## src/rtl/ccw_output_ctrl_if.sv

```systemverilog
// Bundle of the ccw output controller's arbitration inputs, grant pulses and
// downstream link signals.
//   master : the controller (drives grants and the ccw link)
//   slave  : the surroundings (ccw input stage, PE injection, downstream router)
interface ccw_output_ctrl_if #(
  parameter int DATA_WIDTH = 64
);
  logic                  polarity;
  logic                  request_ccw_even;
  logic                  request_ccw_odd;
  logic                  request_pe_even;
  logic                  request_pe_odd;
  logic [DATA_WIDTH-1:0] data_in_ccw_even;
  logic [DATA_WIDTH-1:0] data_in_ccw_odd;
  logic [DATA_WIDTH-1:0] data_in_pe_even;
  logic [DATA_WIDTH-1:0] data_in_pe_odd;
  logic                  grant_ccw_even;
  logic                  grant_ccw_odd;
  logic                  grant_pe_even;
  logic                  grant_pe_odd;
  logic                  ccwro;
  logic                  ccwso;
  logic [DATA_WIDTH-1:0] ccwdo;

  modport master (
    input  polarity,
    input  request_ccw_even, request_ccw_odd, request_pe_even, request_pe_odd,
    input  data_in_ccw_even, data_in_ccw_odd, data_in_pe_even, data_in_pe_odd,
    input  ccwro,
    output grant_ccw_even, grant_ccw_odd, grant_pe_even, grant_pe_odd,
    output ccwso, ccwdo
  );

  modport slave (
    output polarity,
    output request_ccw_even, request_ccw_odd, request_pe_even, request_pe_odd,
    output data_in_ccw_even, data_in_ccw_odd, data_in_pe_even, data_in_pe_odd,
    output ccwro,
    input  grant_ccw_even, grant_ccw_odd, grant_pe_even, grant_pe_odd,
    input  ccwso, ccwdo
  );
endinterface

```

## src/rtl/ccw_output_ctrl.sv

```systemverilog
// Counter-clockwise output port controller of the ring router.
// Two single-entry VC buffers (even/odd). polarity selects which VC fills
// (round-robin between the ccw input stage and PE injection) while the other
// drains onto the ccw link under ccwro.
// Optional build macro CCW_OUT_HOP_DEC_EN: decrement the hop field [55:48]
// (mod 256) on the way out; undefined means data passes unchanged.
// DATA_WIDTH must be at least 56 since the hop field sits at [55:48].
//
// Per-VC buffer states:
//   valid_q | meaning
//   0       | empty, may capture a winner in its fill phase
//   1       | holding a packet, waits for its drain phase with ccwro=1
module ccw_output_ctrl #(
  parameter int DATA_WIDTH = 64
) (
  input logic                clk,
  input logic                rst,
  ccw_output_ctrl_if.master  bus
);

  typedef enum logic {SRC_CCW = 1'b0, SRC_PE = 1'b1} src_e;

  logic [DATA_WIDTH-1:0] buf_even_q, buf_even_d;
  logic [DATA_WIDTH-1:0] buf_odd_q, buf_odd_d;
  logic                  valid_even_q, valid_even_d;
  logic                  valid_odd_q, valid_odd_d;
  src_e                  prio_even_q, prio_even_d;
  src_e                  prio_odd_q, prio_odd_d;
  logic                  grant_ccw_even_q, grant_ccw_even_d;
  logic                  grant_ccw_odd_q, grant_ccw_odd_d;
  logic                  grant_pe_even_q, grant_pe_even_d;
  logic                  grant_pe_odd_q, grant_pe_odd_d;
  logic                  ccwso_q, ccwso_d;
  logic [DATA_WIDTH-1:0] ccwdo_q, ccwdo_d;

  logic fill_even, fill_odd;
  logic win_ccw_even, win_pe_even, win_ccw_odd, win_pe_odd;
  logic drain_even, drain_odd;

  // Outgoing packet view; the hop decrement is the only in-flight edit.
  function automatic logic [DATA_WIDTH-1:0] hop_proc(input logic [DATA_WIDTH-1:0] pkt);
    logic [DATA_WIDTH-1:0] res;
    res = pkt;
`ifdef CCW_OUT_HOP_DEC_EN
    res[55:48] = pkt[55:48] - 8'd1;
`endif
    return res;
  endfunction

  // Arbitration, buffer update and link launch decisions for both VCs.
  always_comb begin
    // Fill only in the VC's own phase and only into an empty buffer, so a
    // request lingering after its grant is never granted twice.
    fill_even = ~bus.polarity & ~valid_even_q;
    fill_odd  =  bus.polarity & ~valid_odd_q;

    win_ccw_even = fill_even & bus.request_ccw_even &
                   (~bus.request_pe_even | (prio_even_q == SRC_CCW));
    win_pe_even  = fill_even & bus.request_pe_even &
                   (~bus.request_ccw_even | (prio_even_q == SRC_PE));
    win_ccw_odd  = fill_odd & bus.request_ccw_odd &
                   (~bus.request_pe_odd | (prio_odd_q == SRC_CCW));
    win_pe_odd   = fill_odd & bus.request_pe_odd &
                   (~bus.request_ccw_odd | (prio_odd_q == SRC_PE));

    drain_even =  bus.polarity & valid_even_q & bus.ccwro;
    drain_odd  = ~bus.polarity & valid_odd_q & bus.ccwro;

    buf_even_d   = buf_even_q;
    buf_odd_d    = buf_odd_q;
    valid_even_d = valid_even_q;
    valid_odd_d  = valid_odd_q;
    prio_even_d  = prio_even_q;
    prio_odd_d   = prio_odd_q;

    if (win_ccw_even) buf_even_d = bus.data_in_ccw_even;
    if (win_pe_even)  buf_even_d = bus.data_in_pe_even;
    if (win_ccw_odd)  buf_odd_d  = bus.data_in_ccw_odd;
    if (win_pe_odd)   buf_odd_d  = bus.data_in_pe_odd;

    // Fill and drain of one VC live in opposite phases, so these never clash.
    if (win_ccw_even | win_pe_even) valid_even_d = 1'b1;
    else if (drain_even)            valid_even_d = 1'b0;
    if (win_ccw_odd | win_pe_odd)   valid_odd_d  = 1'b1;
    else if (drain_odd)             valid_odd_d  = 1'b0;

    // Priority only rotates on a real contest; a lone requester leaves it.
    if (fill_even & bus.request_ccw_even & bus.request_pe_even)
      prio_even_d = (prio_even_q == SRC_CCW) ? SRC_PE : SRC_CCW;
    if (fill_odd & bus.request_ccw_odd & bus.request_pe_odd)
      prio_odd_d = (prio_odd_q == SRC_CCW) ? SRC_PE : SRC_CCW;

    grant_ccw_even_d = win_ccw_even;
    grant_pe_even_d  = win_pe_even;
    grant_ccw_odd_d  = win_ccw_odd;
    grant_pe_odd_d   = win_pe_odd;

    ccwso_d = drain_even | drain_odd;
    ccwdo_d = ccwdo_q;
    if (drain_even)     ccwdo_d = hop_proc(buf_even_q);
    else if (drain_odd) ccwdo_d = hop_proc(buf_odd_q);
  end

  // State and registered outputs; reset discards any buffered packet.
  always_ff @(posedge clk) begin
    if (rst) begin
      buf_even_q       <= '0;
      buf_odd_q        <= '0;
      valid_even_q     <= 1'b0;
      valid_odd_q      <= 1'b0;
      prio_even_q      <= SRC_CCW;
      prio_odd_q       <= SRC_CCW;
      grant_ccw_even_q <= 1'b0;
      grant_ccw_odd_q  <= 1'b0;
      grant_pe_even_q  <= 1'b0;
      grant_pe_odd_q   <= 1'b0;
      ccwso_q          <= 1'b0;
      ccwdo_q          <= '0;
    end else begin
      buf_even_q       <= buf_even_d;
      buf_odd_q        <= buf_odd_d;
      valid_even_q     <= valid_even_d;
      valid_odd_q      <= valid_odd_d;
      prio_even_q      <= prio_even_d;
      prio_odd_q       <= prio_odd_d;
      grant_ccw_even_q <= grant_ccw_even_d;
      grant_ccw_odd_q  <= grant_ccw_odd_d;
      grant_pe_even_q  <= grant_pe_even_d;
      grant_pe_odd_q   <= grant_pe_odd_d;
      ccwso_q          <= ccwso_d;
      ccwdo_q          <= ccwdo_d;
    end
  end

  assign bus.grant_ccw_even = grant_ccw_even_q;
  assign bus.grant_ccw_odd  = grant_ccw_odd_q;
  assign bus.grant_pe_even  = grant_pe_even_q;
  assign bus.grant_pe_odd   = grant_pe_odd_q;
  assign bus.ccwso          = ccwso_q;
  assign bus.ccwdo          = ccwdo_q;

endmodule

```

## src/flat_wrapper.sv

```systemverilog
// flat-port wrapper written by rule: the top's interface ports become plain ports
module ccw_output_ctrl_flat 
#(
  parameter int DATA_WIDTH = 64
)
  (clk, rst, bus_polarity, bus_request_ccw_even, bus_request_ccw_odd, bus_request_pe_even, bus_request_pe_odd, bus_data_in_ccw_even, bus_data_in_ccw_odd, bus_data_in_pe_even, bus_data_in_pe_odd, bus_ccwro, bus_grant_ccw_even, bus_grant_ccw_odd, bus_grant_pe_even, bus_grant_pe_odd, bus_ccwso, bus_ccwdo);
  ccw_output_ctrl_if #(.DATA_WIDTH(DATA_WIDTH)) bus_i ();
  input logic clk;
  input logic rst;
  input wire logic [$bits(bus_i.polarity)-1:0] bus_polarity;
  input wire logic [$bits(bus_i.request_ccw_even)-1:0] bus_request_ccw_even;
  input wire logic [$bits(bus_i.request_ccw_odd)-1:0] bus_request_ccw_odd;
  input wire logic [$bits(bus_i.request_pe_even)-1:0] bus_request_pe_even;
  input wire logic [$bits(bus_i.request_pe_odd)-1:0] bus_request_pe_odd;
  input wire logic [$bits(bus_i.data_in_ccw_even)-1:0] bus_data_in_ccw_even;
  input wire logic [$bits(bus_i.data_in_ccw_odd)-1:0] bus_data_in_ccw_odd;
  input wire logic [$bits(bus_i.data_in_pe_even)-1:0] bus_data_in_pe_even;
  input wire logic [$bits(bus_i.data_in_pe_odd)-1:0] bus_data_in_pe_odd;
  input wire logic [$bits(bus_i.ccwro)-1:0] bus_ccwro;
  output wire logic [$bits(bus_i.grant_ccw_even)-1:0] bus_grant_ccw_even;
  output wire logic [$bits(bus_i.grant_ccw_odd)-1:0] bus_grant_ccw_odd;
  output wire logic [$bits(bus_i.grant_pe_even)-1:0] bus_grant_pe_even;
  output wire logic [$bits(bus_i.grant_pe_odd)-1:0] bus_grant_pe_odd;
  output wire logic [$bits(bus_i.ccwso)-1:0] bus_ccwso;
  output wire logic [$bits(bus_i.ccwdo)-1:0] bus_ccwdo;
  assign bus_i.polarity = bus_polarity;
  assign bus_i.request_ccw_even = bus_request_ccw_even;
  assign bus_i.request_ccw_odd = bus_request_ccw_odd;
  assign bus_i.request_pe_even = bus_request_pe_even;
  assign bus_i.request_pe_odd = bus_request_pe_odd;
  assign bus_i.data_in_ccw_even = bus_data_in_ccw_even;
  assign bus_i.data_in_ccw_odd = bus_data_in_ccw_odd;
  assign bus_i.data_in_pe_even = bus_data_in_pe_even;
  assign bus_i.data_in_pe_odd = bus_data_in_pe_odd;
  assign bus_i.ccwro = bus_ccwro;
  assign bus_grant_ccw_even = bus_i.grant_ccw_even;
  assign bus_grant_ccw_odd = bus_i.grant_ccw_odd;
  assign bus_grant_pe_even = bus_i.grant_pe_even;
  assign bus_grant_pe_odd = bus_i.grant_pe_odd;
  assign bus_ccwso = bus_i.ccwso;
  assign bus_ccwdo = bus_i.ccwdo;
  ccw_output_ctrl #(.DATA_WIDTH(DATA_WIDTH)) u_core (.clk(clk), .rst(rst), .bus(bus_i));
endmodule
```

## config.mk

```make
export PLATFORM = sky130hd
export DESIGN_NAME = ccw_output_ctrl_flat
export DESIGN_NICKNAME = d
export VERILOG_FILES = /design/src/rtl/ccw_output_ctrl_if.sv /design/src/rtl/ccw_output_ctrl.sv /design/src/flat_wrapper.sv
export SDC_FILE = /design/constraint.sdc
export NUM_CORES = 1
export LEC_CHECK = 0
export CAP_MARGIN = 25
export CORE_MARGIN = 3
export CORE_UTILIZATION = 51
export CTS_CLUSTER_SIZE = 20
export DETAILED_ROUTE_END_ITERATION = 10
export PLACE_DENSITY = 0.89
export SLEW_MARGIN = 20
export SYNTH_ARGS = -nofsm -noshare
export SYNTH_HDL_FRONTEND = slang
export SYNTH_SLANG_ARGS = --single-unit
```

## constraint.sdc

```tcl
create_clock -name clk -period 3 [get_ports clk]
set_clock_uncertainty 0.05 [all_clocks]
set_input_delay 0.6 -clock clk [delete_from_list [all_inputs] [get_ports clk]]
set_output_delay 0.6 -clock clk [all_outputs]
set_load 0.03 [all_outputs]
```

Yosys cells after proc, flatten, opt, wreduce, memory -nomap -nowiden

Cells that the tools add are included.
Widths: inputs -> output; s select.

Bits of input ports: 264
Register bits after elaboration: 201
Word-level logic and storage cells: 61

Multiplexer cells: 12
Bitwise operators: 32
Reductions and logical operators: 5

Operators with widths:

| cell              | number |
|---|---|
| $mux 64           | 6 |
| $and 1x1->1       | 16 |
| $reduce_bool 2->1 | 5 |
| $not 1->1         | 9 |
| $or 1x1->1        | 7 |
| $mux 1            | 6 |

Longest topological paths before layout

Word-level depth: 6
Mapped depth: 6

Worst setup path before layout

OpenSTA, ideal clock, no wires.

Kind: input-to-reg
From: input bus_polarity
To: register u_core.ccwdo_q[0], in the netlist u_core.bus.ccwdo[0]
Data required time: 2.818 ns
Cell stages on the path: 6
Setup slack: 1.269 ns
Arrival: 1.549 ns
Cells stage by stage: buf_4 -> mux2_2 -> buf_2 -> buf_4 -> a21oi_1 -> nor3_1

Longest elaborated chain between the ends: 4

Ends and longest elaborated chain:

| item                               | RTL line               | source |
|---|---|---|
| start, declared                    | flat_wrapper.sv:10     | `input wire logic [$bits(bus_i.polarity)-1:0] bus_polarity;` |
| $not 1->1                          | ccw_output_ctrl.sv:67  | `drain_odd = ~bus.polarity & valid_odd_q & bus.ccwro;` |
| $and 1x1->1 (2 in a row)           | ccw_output_ctrl.sv:67  |  |
| $reduce_bool 2->1 (no source line) | -                      |  |
| end signal, assigned               | ccw_output_ctrl.sv:131 | `ccwdo_q <= ccwdo_d;` |
| end, declared                      | ccw_output_ctrl.sv:34  | `logic [DATA_WIDTH-1:0] ccwdo_q, ccwdo_d;` |

Parallel ways exist; a longest one is shown, timed or not.
A chain may end at the register's enable or synchronous reset.

Worst setup path after layout

From: register u_core.ccwdo_q[23], in the netlist u_core.bus.ccwdo[23]
To: output bus_ccwdo[23]

RTL lines:

| item          | RTL line           | source |
|---|---|---|
| end, declared | flat_wrapper.sv:25 | `output wire logic [$bits(bus_i.ccwdo)-1:0] bus_ccwdo;` |

No word-level cell between the ends.

==> flow_metrics.tcl <==
set metrics [dict create \
    area_growth_pct 36.7 \
    synth_top_area_share_pct 38.8 \
    slew-limit-headroom_pct 44.5 \
    yosysUniqueCellTypes 34 \
    setup_tns_ns 0 \
    synthArstFlopShare_pct 0 \
    layout_common_cells "327 x clkdlybuf4s50_1, 257 x a21oi_1, 199 x dfxtp_1, 128 x nand4_1, 126 x a311oi_1" \
    max_stage_delay_ns 0.78 \
    r2r_end "u_core.bus.ccwdo[46]$_SDFFE_PP0P_" \
    route.met2.wl_um 18000 \
    ys.flop_type "dfxtp_1" \
    crit_type "register to output pin" \
    track_usage_pct 33.0 \
    routed-wl-met3_um 4610 \
    r2r_start "u_core.valid_odd_q$_SDFFE_PP0P_" \
    fp.dieH_um 149 \
    pwr-share-clk_pct 35.5 \
    worst_setup_path_end_kind "output pin" \
    cts.path.max_buffers 3 \
    path_clk_slew_ns 0.06 \
    post-place-ws_ns 0.427 \
    synth_area_leader_cell "dfxtp_1" \
    die_w_um 149 \
    wl_per_cell_um 22.4 \
    path_delay_family "buffers and inverters" \
    cp_max_fo 2 \
    fin_crit_sh_pct 74.7 \
    postCtsHoldBufs 0 \
    num_io_pins 333 \
    viasPerCell 6.76 \
    start_util_pct 52.6 \
    grt_max_degree 131 \
    grt_overflow_total 0 \
    cts_inserted_buffers 21 \
    synth_nets 1517 \
    whs_path_depth 2 \
    slew_viol_final 0 \
    reg2reg_depth 4 \
    p_sw_share_pct 29.2 \
    status "completed" \
    crit_buf_inv 1 \
    worst_hold_startpoint "u_core.bus.ccwdo[22]$_SDFFE_PP0P_" \
    cts_tree "yes" \
    cts_root_buf "clkbuf_16" \
    drcViolationCount 0 \
    cellPowerDensity_nw_per_um2 515 \
    io_buffers 332 \
    row_count 51 \
    cts_setup_buffers 0 \
    final_common_cell "clkdlybuf4s50_1" \
    antenna_found_initial 2 \
    grt_pass1_wl_um 59800 \
    cp_cell_sequence "clkdlybuf4s50_1" \
    syn_area_per_cell_um2 8.27 \
    wirelength_met1_um 14300 \
    detail-route-antenna-nets 0 \
    cp-start-kind "register" \
    rrSetupSlack_ns 0.78 \
    rsz0062_at_grt "false" \
    dp_hpwl_um 24400 \
    hold_violations 0 \
    finalWorstSetupSlack_ns 0.758 \
    yosysWarnings 0 \
    wirelength_um 38700 \
    gp_congestion 0.911 \
    drt_first_iter_violations 1303 \
    top_layer "met5" \
    dr.pass1.iters 8 \
    core_area_um2 19700 \
    period_needed_ns 2.24 \
    finish.utilization_pct 71.9 \
    cts_resized 0 \
    die_area_um2 22100 \
    drv_cap 0 \
    grt_pass1_vias 11000 \
    setup_viol 0 \
    whs_ns 0.455 \
    pwr-share-comb_pct 23.1 \
    max_clock_freq_mhz 446 \
    hp-class "register to register" \
    synth_area_um2 10400 \
    worstPathRequired_ns 2.35 \
    crit_arrival_ns 1.59 \
    ys_top_cells_by_area "dfxtp_1 39%, a21oi_1 12%, a311oi_1 11%" \
    ys_seq_elements 201 \
    synth-edff-count 0 \
    ir_worst_vdd_mv 0.314 \
    cts.htree.levels 1 \
    design_area_um2 14200 \
    vias 11700 \
    seqPwrFrac_pct 41.4 \
    power.internal_mw 5.17 \
    place_area_um2 13500 \
    nets 1716 \
    worst_slew_pin_slew_ns 0.833 \
    power.leakage_nw 4.51 \
    drive_gt1_share_pct 7.85 \
    p_switching_mw 2.13 \
    critPathSlowestCell "clkdlybuf4s50_1" \
    insertion_delay_ns 0.49 \
    holdPathEnd "u_core.bus.ccwdo[22]$_SDFFE_PP0P_" \
    clkSinkCount 201 \
    postSynthCellCount 1253 \
    seq_area_frac_synth_pct 38.8 \
]
[state kept, by name, indices dropped and copies added (netlist names)]
signal and count:
u_core.buf_even_q 64, u_core.buf_odd_q 64, u_core.bus.ccwdo 64, u_core.bus.ccwso 1
u_core.bus.grant_ccw_even 1, u_core.bus.grant_ccw_odd 1, u_core.bus.grant_pe_even 1, u_core.bus.grant_pe_odd 1
u_core.prio_even_q 1, u_core.prio_odd_q 1, u_core.valid_even_q 1, u_core.valid_odd_q 1
[how the worst max path moves through the flow]
stage / from / endpoint / slack [ns] / cells past startpoint
after CTS: u_core.bus.ccwdo[23]$_SDFFE_PP0P_ / bus_ccwdo[23] / 0.74 / 1
final: u_core.bus.ccwdo[23]$_SDFFE_PP0P_ / bus_ccwdo[23] / 0.76 / 1
after global placement: bus_request_ccw_odd / u_core.buf_odd_q[15]$_SDFFE_PP0P_ / 0.53 / 5
after detailed placement: bus_request_ccw_odd / u_core.buf_odd_q[48]$_SDFFE_PP0P_ / 0.43 / 5
after global routing: u_core.bus.ccwdo[23]$_SDFFE_PP0P_ / bus_ccwdo[23] / 0.69 / 1
after floorplan: bus_polarity / u_core.bus.ccwdo[0]$_SDFFE_PP0P_ / 1.27 / 6
[per-stage QoR]
step | instances | power, mW
after floorplan | 1253 | 4.01
after global placement | 1694 | 4.69
after detailed placement | 1694 | 4.73
after CTS | 1730 | 7.29
after global routing | 1731 | 7.57
final | 1731 | 7.31
[tightest hold or removal path, cell delays in order (launching register included)]
cell     delay, ns
dfxtp_1       0.32
o21ai_0       0.07
a21oi_1       0.06
[synthesized netlist by cell type, types with 7 or more instances]
library cell	instances
a21oi_1	257
a311oi_1	126
buf_1	12
buf_2	78
buf_4	13
buf_6	7
clkbuf_1	67
clkbuf_2	9
dfxtp_1	201
nand3b_1	64
nand4_1	128
nor3_1	65
o21ai_0	73
o21ai_1	60
or3b_1	31
or3b_2	32
[power groups by stage]
stage | combinational [mW] | clock, mW | sequential, mW
after floorplan | 0.874 | 0 | 3.13
after global placement | 1.62 | 0 | 3.07
after detailed placement | 1.66 | 0 | 3.07
after CTS | 1.67 | 2.60 | 3.02
after global routing | 1.80 | 2.72 | 3.04
final | 1.69 | 2.59 | 3.03
[layer usage]
| layer | vias up | global-route usage (%) |
|---|---|---|
| met3 | 119 | 7.95 |
| li1 | 5271 | - |
| met5 | - | 0 |
| met2 | 778 | 53.4 |
| met4 | 2 | 13.6 |
| met1 | 5530 | 42.4 |
[cell type report]
type / instances / area (µm²)
clock buffers: 31 / 624
fillers: 1492 / 5540
inverters: 1 / 3.75
multi-input cells: 865 / 5460
repair buffers: 362 / 3670
diodes: 1 / 2.50
clock inverters: 5 / 50.0
flip-flops and latches: 201 / 4030
well taps: 265 / 332
[cell families after synthesis]
group,count (synthesis),synth area share [%]
compound gates,519,29.8
mux,2,0.205
flops,201,38.8
simple gates,342,22.2
buf+inv,187,8.80
xor+xnor,2,0.169
Note: power is estimated with default switching activity, not from simulation.
